<file path="src/rtl/hssim_ratio.sv">
// Per-pixel SSIM ratio stage: turns packed signed numerator/denominator lanes into
// unsigned Q1.OUT_FRAC weights using one bit-serial restoring divider per lane.
module hssim_ratio #(
  parameter int PIXELS_PER_BEAT = 16,
  parameter int NUMR_BIT_WIDTH  = 36,
  parameter int DENR_BIT_WIDTH  = 36,
  parameter int OUT_FRAC        = 16,
  parameter int NUMR_WIDTH      = NUMR_BIT_WIDTH * PIXELS_PER_BEAT,
  parameter int DENR_WIDTH      = DENR_BIT_WIDTH * PIXELS_PER_BEAT,
  parameter int OUT_WIDTH       = (OUT_FRAC + 1) * PIXELS_PER_BEAT
) (
  input  logic                  clk,
  input  logic                  reset,
  input  logic                  stall,
  input  logic                  in_valid,
  output logic                  in_ready,
  input  logic [NUMR_WIDTH-1:0] numr_in,
  input  logic [DENR_WIDTH-1:0] denr_in,
  input  logic                  in_last,
  output logic                  out_valid,
  output logic [OUT_WIDTH-1:0]  weight_out,
  output logic                  out_last
);

  // state | meaning
  // IDLE  | waiting for a beat
  // DIV   | one quotient bit per lane per cycle, OUT_FRAC cycles
  // DONE  | result held in weight_out until downstream consumes it (stall low)

  localparam int LW  = OUT_FRAC + 1;
  localparam int RW  = DENR_BIT_WIDTH + 1;
  localparam int CW  = $clog2(OUT_FRAC) + 1;
  localparam int PPB = PIXELS_PER_BEAT;

  typedef enum logic [1:0] {S_IDLE, S_DIV, S_DONE} state_t;

  state_t                    r_state;
  logic [CW-1:0]             r_cnt;
  logic [RW-1:0]             r_rem [PPB];
  logic [DENR_BIT_WIDTH-1:0] r_den [PPB];
  logic [OUT_FRAC-2:0]       r_q   [PPB];
  logic [PPB-1:0]            r_one;
  logic [PPB-1:0]            r_zero;
  logic                      r_last;
  logic                      r_out_valid;
  logic                      r_out_last;
  logic [OUT_WIDTH-1:0]      r_weight;

  logic                      w_accept;
  logic [PPB-1:0]            w_one_init;
  logic [PPB-1:0]            w_zero_init;
  logic [PPB-1:0]            w_qbit;
  logic [RW-1:0]             w_rem_init [PPB];
  logic [RW-1:0]             w_rem_next [PPB];
  logic [DENR_BIT_WIDTH-1:0] w_den_init [PPB];
  logic [OUT_WIDTH-1:0]      w_lane_w;

  assign in_ready   = !reset && ((r_state == S_IDLE) || (r_state == S_DONE && !stall));
  assign w_accept   = in_valid && in_ready;
  assign out_valid  = r_out_valid;
  assign out_last   = r_out_last;
  assign weight_out = r_weight;

  for (genvar g = 0; g < PPB; g++) begin : g_lane
    logic signed [NUMR_BIT_WIDTH-1:0] w_n;
    logic signed [DENR_BIT_WIDTH-1:0] w_d;
    logic [RW-1:0]                    w_rem2;
    logic [RW-1:0]                    w_den_ext;

    assign w_n = numr_in[g*NUMR_BIT_WIDTH +: NUMR_BIT_WIDTH];
    assign w_d = denr_in[g*DENR_BIT_WIDTH +: DENR_BIT_WIDTH];

    // Saturated lanes still run the divider on a zero remainder so every lane finishes together.
    assign w_one_init[g]  = (w_n == 0 && w_d == 0) || (w_n >= 0 && (w_d <= 0 || w_n >= w_d));
    assign w_zero_init[g] = (w_n < 0);
    assign w_rem_init[g]  = (w_one_init[g] || w_zero_init[g]) ? '0 : RW'($unsigned(w_n));
    assign w_den_init[g]  = $unsigned(w_d);

    assign w_rem2        = r_rem[g] << 1;
    assign w_den_ext     = RW'(r_den[g]);
    assign w_qbit[g]     = (w_rem2 >= w_den_ext);
    assign w_rem_next[g] = w_qbit[g] ? (w_rem2 - w_den_ext) : w_rem2;

    assign w_lane_w[g*LW +: LW] = r_one[g]  ? {1'b1, {OUT_FRAC{1'b0}}} :
                                  r_zero[g] ? '0 :
                                              {1'b0, r_q[g], w_qbit[g]};
  end

  always_ff @(posedge clk) begin
    for (int i = 0; i < PPB; i++) begin
      if (w_accept) begin
        r_rem[i] <= w_rem_init[i];
        r_den[i] <= w_den_init[i];
        r_q[i]   <= '0;
      end else if (r_state == S_DIV) begin
        r_rem[i] <= w_rem_next[i];
        r_q[i]   <= {r_q[i][OUT_FRAC-3:0], w_qbit[i]};
      end
    end
    if (w_accept) begin
      r_one  <= w_one_init;
      r_zero <= w_zero_init;
      r_last <= in_last;
    end
  end

  always_ff @(posedge clk) begin
    if (reset) begin
      r_state     <= S_IDLE;
      r_cnt       <= '0;
      r_out_valid <= 1'b0;
      r_out_last  <= 1'b0;
      r_weight    <= '0;
    end else begin
      case (r_state)
        S_IDLE: begin
          if (w_accept) begin
            r_state <= S_DIV;
            r_cnt   <= '0;
          end
        end
        S_DIV: begin
          r_cnt <= r_cnt + CW'(1);
          if (r_cnt == CW'(OUT_FRAC - 1)) begin
            r_state     <= S_DONE;
            r_out_valid <= 1'b1;
            r_out_last  <= r_last;
            r_weight    <= w_lane_w;
          end
        end
        S_DONE: begin
          if (!stall) begin
            r_out_valid <= 1'b0;
            if (w_accept) begin
              r_state <= S_DIV;
              r_cnt   <= '0;
            end else begin
              r_state <= S_IDLE;
            end
          end
        end
        default: r_state <= S_IDLE;
      endcase
    end
  end

endmodule

</file>
<file path="config.mk">
export PLATFORM = sky130hd
export DESIGN_NAME = hssim_ratio
export DESIGN_NICKNAME = d
export VERILOG_FILES = /design/src/rtl/hssim_ratio.sv
export SDC_FILE = /design/constraint.sdc
export NUM_CORES = 2
export LEC_CHECK = 0
export CAP_MARGIN = 15
export CORE_AREA = 2 2 556 558
export DETAILED_ROUTE_END_ITERATION = 8
export DIE_AREA = 0 0 558 560
export PLACE_DENSITY_LB_ADDON = 0.15
export SYNTH_ARGS = -nofsm -noshare
export SYNTH_HDL_FRONTEND = slang
export SYNTH_SLANG_ARGS = --single-unit
</file>
<file path="constraint.sdc">
create_clock -name clk -period 34.3 [get_ports clk]
set_clock_uncertainty 0.1 [all_clocks]
set_input_delay 8.575 -clock clk [delete_from_list [all_inputs] [get_ports clk]]
set_output_delay 8.575 -clock clk [all_outputs]
set_load 0.005 [all_outputs]
</file>
==> run_results.csv <==
group,metric,value,unit
status,status,"finished, final reports clean",
placement,place_area,130000,sq um
global_route,grt_max_degree,163,
synthesis,synth_area,111000,sq um
synthesis,synth-edff-count,1425,
timing,setup_violations,0,
synthesis,yosys.area.top_type,"edfxtp_1",
routing,vias,94700,
routing,avgRoutedWirePerCell,25.0,um
routing,antenna_left,0,
worst_setup_path,path_max_fanout,4,
clock_network,postCtsSetupBuffers,0,
die,die_h,560,um
routing,routed_wl,427000,um
synthesis,avgSynthCellArea,9.83,sq um
synthesis,syn_inst,11300,
worst_setup_path,path_cells,"clkdlybuf4s50_1 -> a211oi_1 -> clkdlybuf4s50_1",
synthesis,yosys_warnings,0,
worst_setup_path,crit_type,"primary input to output port",
power,switching_share,31.7,%
clock_network,numCtsBuffers,208,
synthesis,yosys-top-cells-count,"edfxtp_1 (1425), inv_1 (1300), ha_1 (1154), a21oi_1 (792), nor2_1 (768)",
timing,fin_setup_tns,0,ns
timing,slew_headroom,7.96,%
synthesis,synth_nets,13600,
placement,portBuffers,1431,
die,die_area,312000,sq um
timing,period_share,54.2,%
power,internal_power,4.66,mW
global_route,grt_pass1_wl,615000,um
power,p_clk_share,33.9,%
timing,fmax,53.8,MHz
die,die_w,558,um
clock_network,tritoncts,"built",
clock_network,htree_levels,4,
timing,slew_viol_final,0,
power,finalPower,6.82,mW
placement,dp_hpwl,334000,um
power,power_leakage,57.6,nW
cells_and_area,design_area,138000,sq um
clock_network,cts_resized,0,
synthesis,synthFlopType,"edfxtp_1",
synthesis,synthDistinctLibCells,107,
worst_setup_path,cp.arrival,9.91,ns
clock_network,clockBufferDepth,4,
synthesis,ys_seq_elements,1706,
routing,drc_errors,0,
synthesis,synth_top_area_share,38.5,%
die,start_util,36.2,%
worst_setup_path,critPathTopFamily,"buffers and inverters",
clock_network,path_clk_slew,0.06,ns
power,switching_power,2.17,mW
worst_setup_path,worstSetupStartpointType,"primary input",
synthesis,synth.most_common_cell,"edfxtp_1",
timing,hold_viol,0,
power,power_density,49.6,nW/um^2
power,seqPwrFrac,37.8,%
timing,rsz0062_at_grt,"false",
clock_network,ctsHoldBuffers,0,
cells_and_area,layout-drive-gt1-share,4.27,%
global_route,grt_antenna_before_repair,196,
synthesis,ys_seq_area_share,43.5,%
placement,dp_cells,16600,
routing,drtIter0Drc,7594,
worst_setup_path,cpMaxStageDelayCell,"clkdlybuf4s50_1",
synthesis,ys_top_cells_by_area,"edfxtp_1 (38%), ha_1 (13%), dfxtp_1 (5.1%)",
die,core,307000,sq um
global_route,grt_usage,26.2,%
clock_network,cts.sinks,1706,
cells_and_area,layout.cells.non_filler,17100,
clock_network,root_buffer,"clkbuf_16",
worst_setup_path,end_kind,"output port",
power,irDropWorstVdd,0.0393,mV
synthesis,synthArstFlopShare,0,%
clock_network,clkLatencyLatePin,0.90,ns
cells_and_area,finalNetCount,15000,
placement,place_ws,15.71,ns
routing,drt_pre_antenna_iters,7,
timing,min_period,18.59,ns
placement,gp_congestion,1.03,
power,share_comb_of_total_power,28.3,%
global_route,grt_pass1_vias,93000,
die,boundaryPins,1432,
worst_setup_path,cpPeakStageDelay,0.56,ns
timing,setup_slack,15.71,ns
worst_setup_path,crit_top_cell,"clkdlybuf4s50_1",
worst_setup_path,worstPathRequired,25.62,ns
die,floorplan.rows,204,
global_route,gr-total-overflow,0,
routing,viasPerCell,5.55,
worst_hold_path,hold_class,"register to register",
cells_and_area,area_delta_synth_final,23.7,%
timing,tightest_slew,1.38,ns
run,maxCapViolCount,0,
worst_setup_path,crit_buf_inv,2,
worst register-to-register path: stages, from the launching register on:
cell and delay (ns):
dfxtp_1 0.42, a211oi_1 0.32, nand2_1 0.42, nand2_4 0.68
buf_4 0.91, buf_4 0.97, buf_4 0.93
per-layer routing:
layer  up-vias  part of all wire [%]  track usage, %
met2      3356                    46            42.4
li1      44400                     -               -
met4        84                   4.7            13.1
met5         -                  0.13               0
met1     46200                    41            32.5
met3       727                   8.2            6.33
cell type report:
type | count | area (sq um)
clock buffer | 272 | 5770
inverter | 1304 | 4900
tap | 4120 | 5150
clock inverter | 116 | 1300
antenna | 115 | 288
multi-input combinational | 7923 | 56600
timing repair buffer | 1518 | 15100
sequential | 1706 | 48400
fill | 29200 | 169000
per-stage QoR:
step | hold slack (ns) | util, %
CTS | 0.362 | 44.7
global placement | 0.342 | 42.4
finish | 0.355 | 44.8
detailed placement | 0.351 | 42.4
global route | 0.375 | 44.8
floorplan | 0.348 | -
flip-flops by register name (all words and copies together), names as in the netlist:
| signal | count |
|---|---|
| out_last | 1 |
| r_state | 2 |
| r_rem | 576 |
| r_zero | 16 |
| r_last | 1 |
| r_den | 576 |
| r_one | 16 |
| weight_out | 272 |
| r_q | 240 |
| out_valid | 1 |
| r_cnt | 5 |
placed cells by master, fill, tap and decap left out, types with 151 or more instances in the layout:
cell / count
edfxtp_1: 1425
nor2b_1: 151
xnor2_1: 267
o21ai_0: 609
nor2_1: 764
nand3_1: 205
xor2_1: 212
nand4_1: 206
nor4_1: 177
inv_1: 1299
a21o_1: 447
and2_1: 268
dfxtp_1: 281
clkbuf_16: 214
a22oi_1: 297
clkdlybuf4s50_1: 1430
nand2_1: 654
a21oi_1: 790
ha_1: 1154
power by group through the flow:
stage	combinational (mW)	clock, mW	sequential [mW]
6_report	1.93	2.31	2.58
5_1_grt	2.14	2.44	2.60
4_1_cts	1.92	2.37	2.58
3_5_place_dp	1.91	0	2.62
3_3_place_gp	1.88	0	2.61
2_1_floorplan	1.34	0	2.68
worst paths after layout:
path | cells after the start | to | start | slack [ns]
worst min register to register | 2 | weight_out[204]$_SDFFE_PP0P_ | weight_out[204]$_SDFFE_PP0P_ | 0.36
worst min-delay path | 2 | weight_out[204]$_SDFFE_PP0P_ | weight_out[204]$_SDFFE_PP0P_ | 0.36
worst max register to register | 6 | r_rem[0][212]$_DFFE_PP_ | r_state[1]$_SDFFE_PP0P_ | 29.15
worst max-delay path | 3 | in_ready | stall | 15.71
cell families after synthesis:
| group | share of synthesized area [%] |
|---|---|
| AND/OR/NAND/NOR | 13.2 |
| multiplexers | 1.06 |
| buffers and inverters | 5.80 |
| adder cells (fa/ha/maj) | 13.3 |
| AO/OA/AOI/OAI | 19.4 |
| XOR/XNOR | 3.77 |
| flip-flops | 43.5 |
Note: power is estimated with default switching activity, not from simulation.
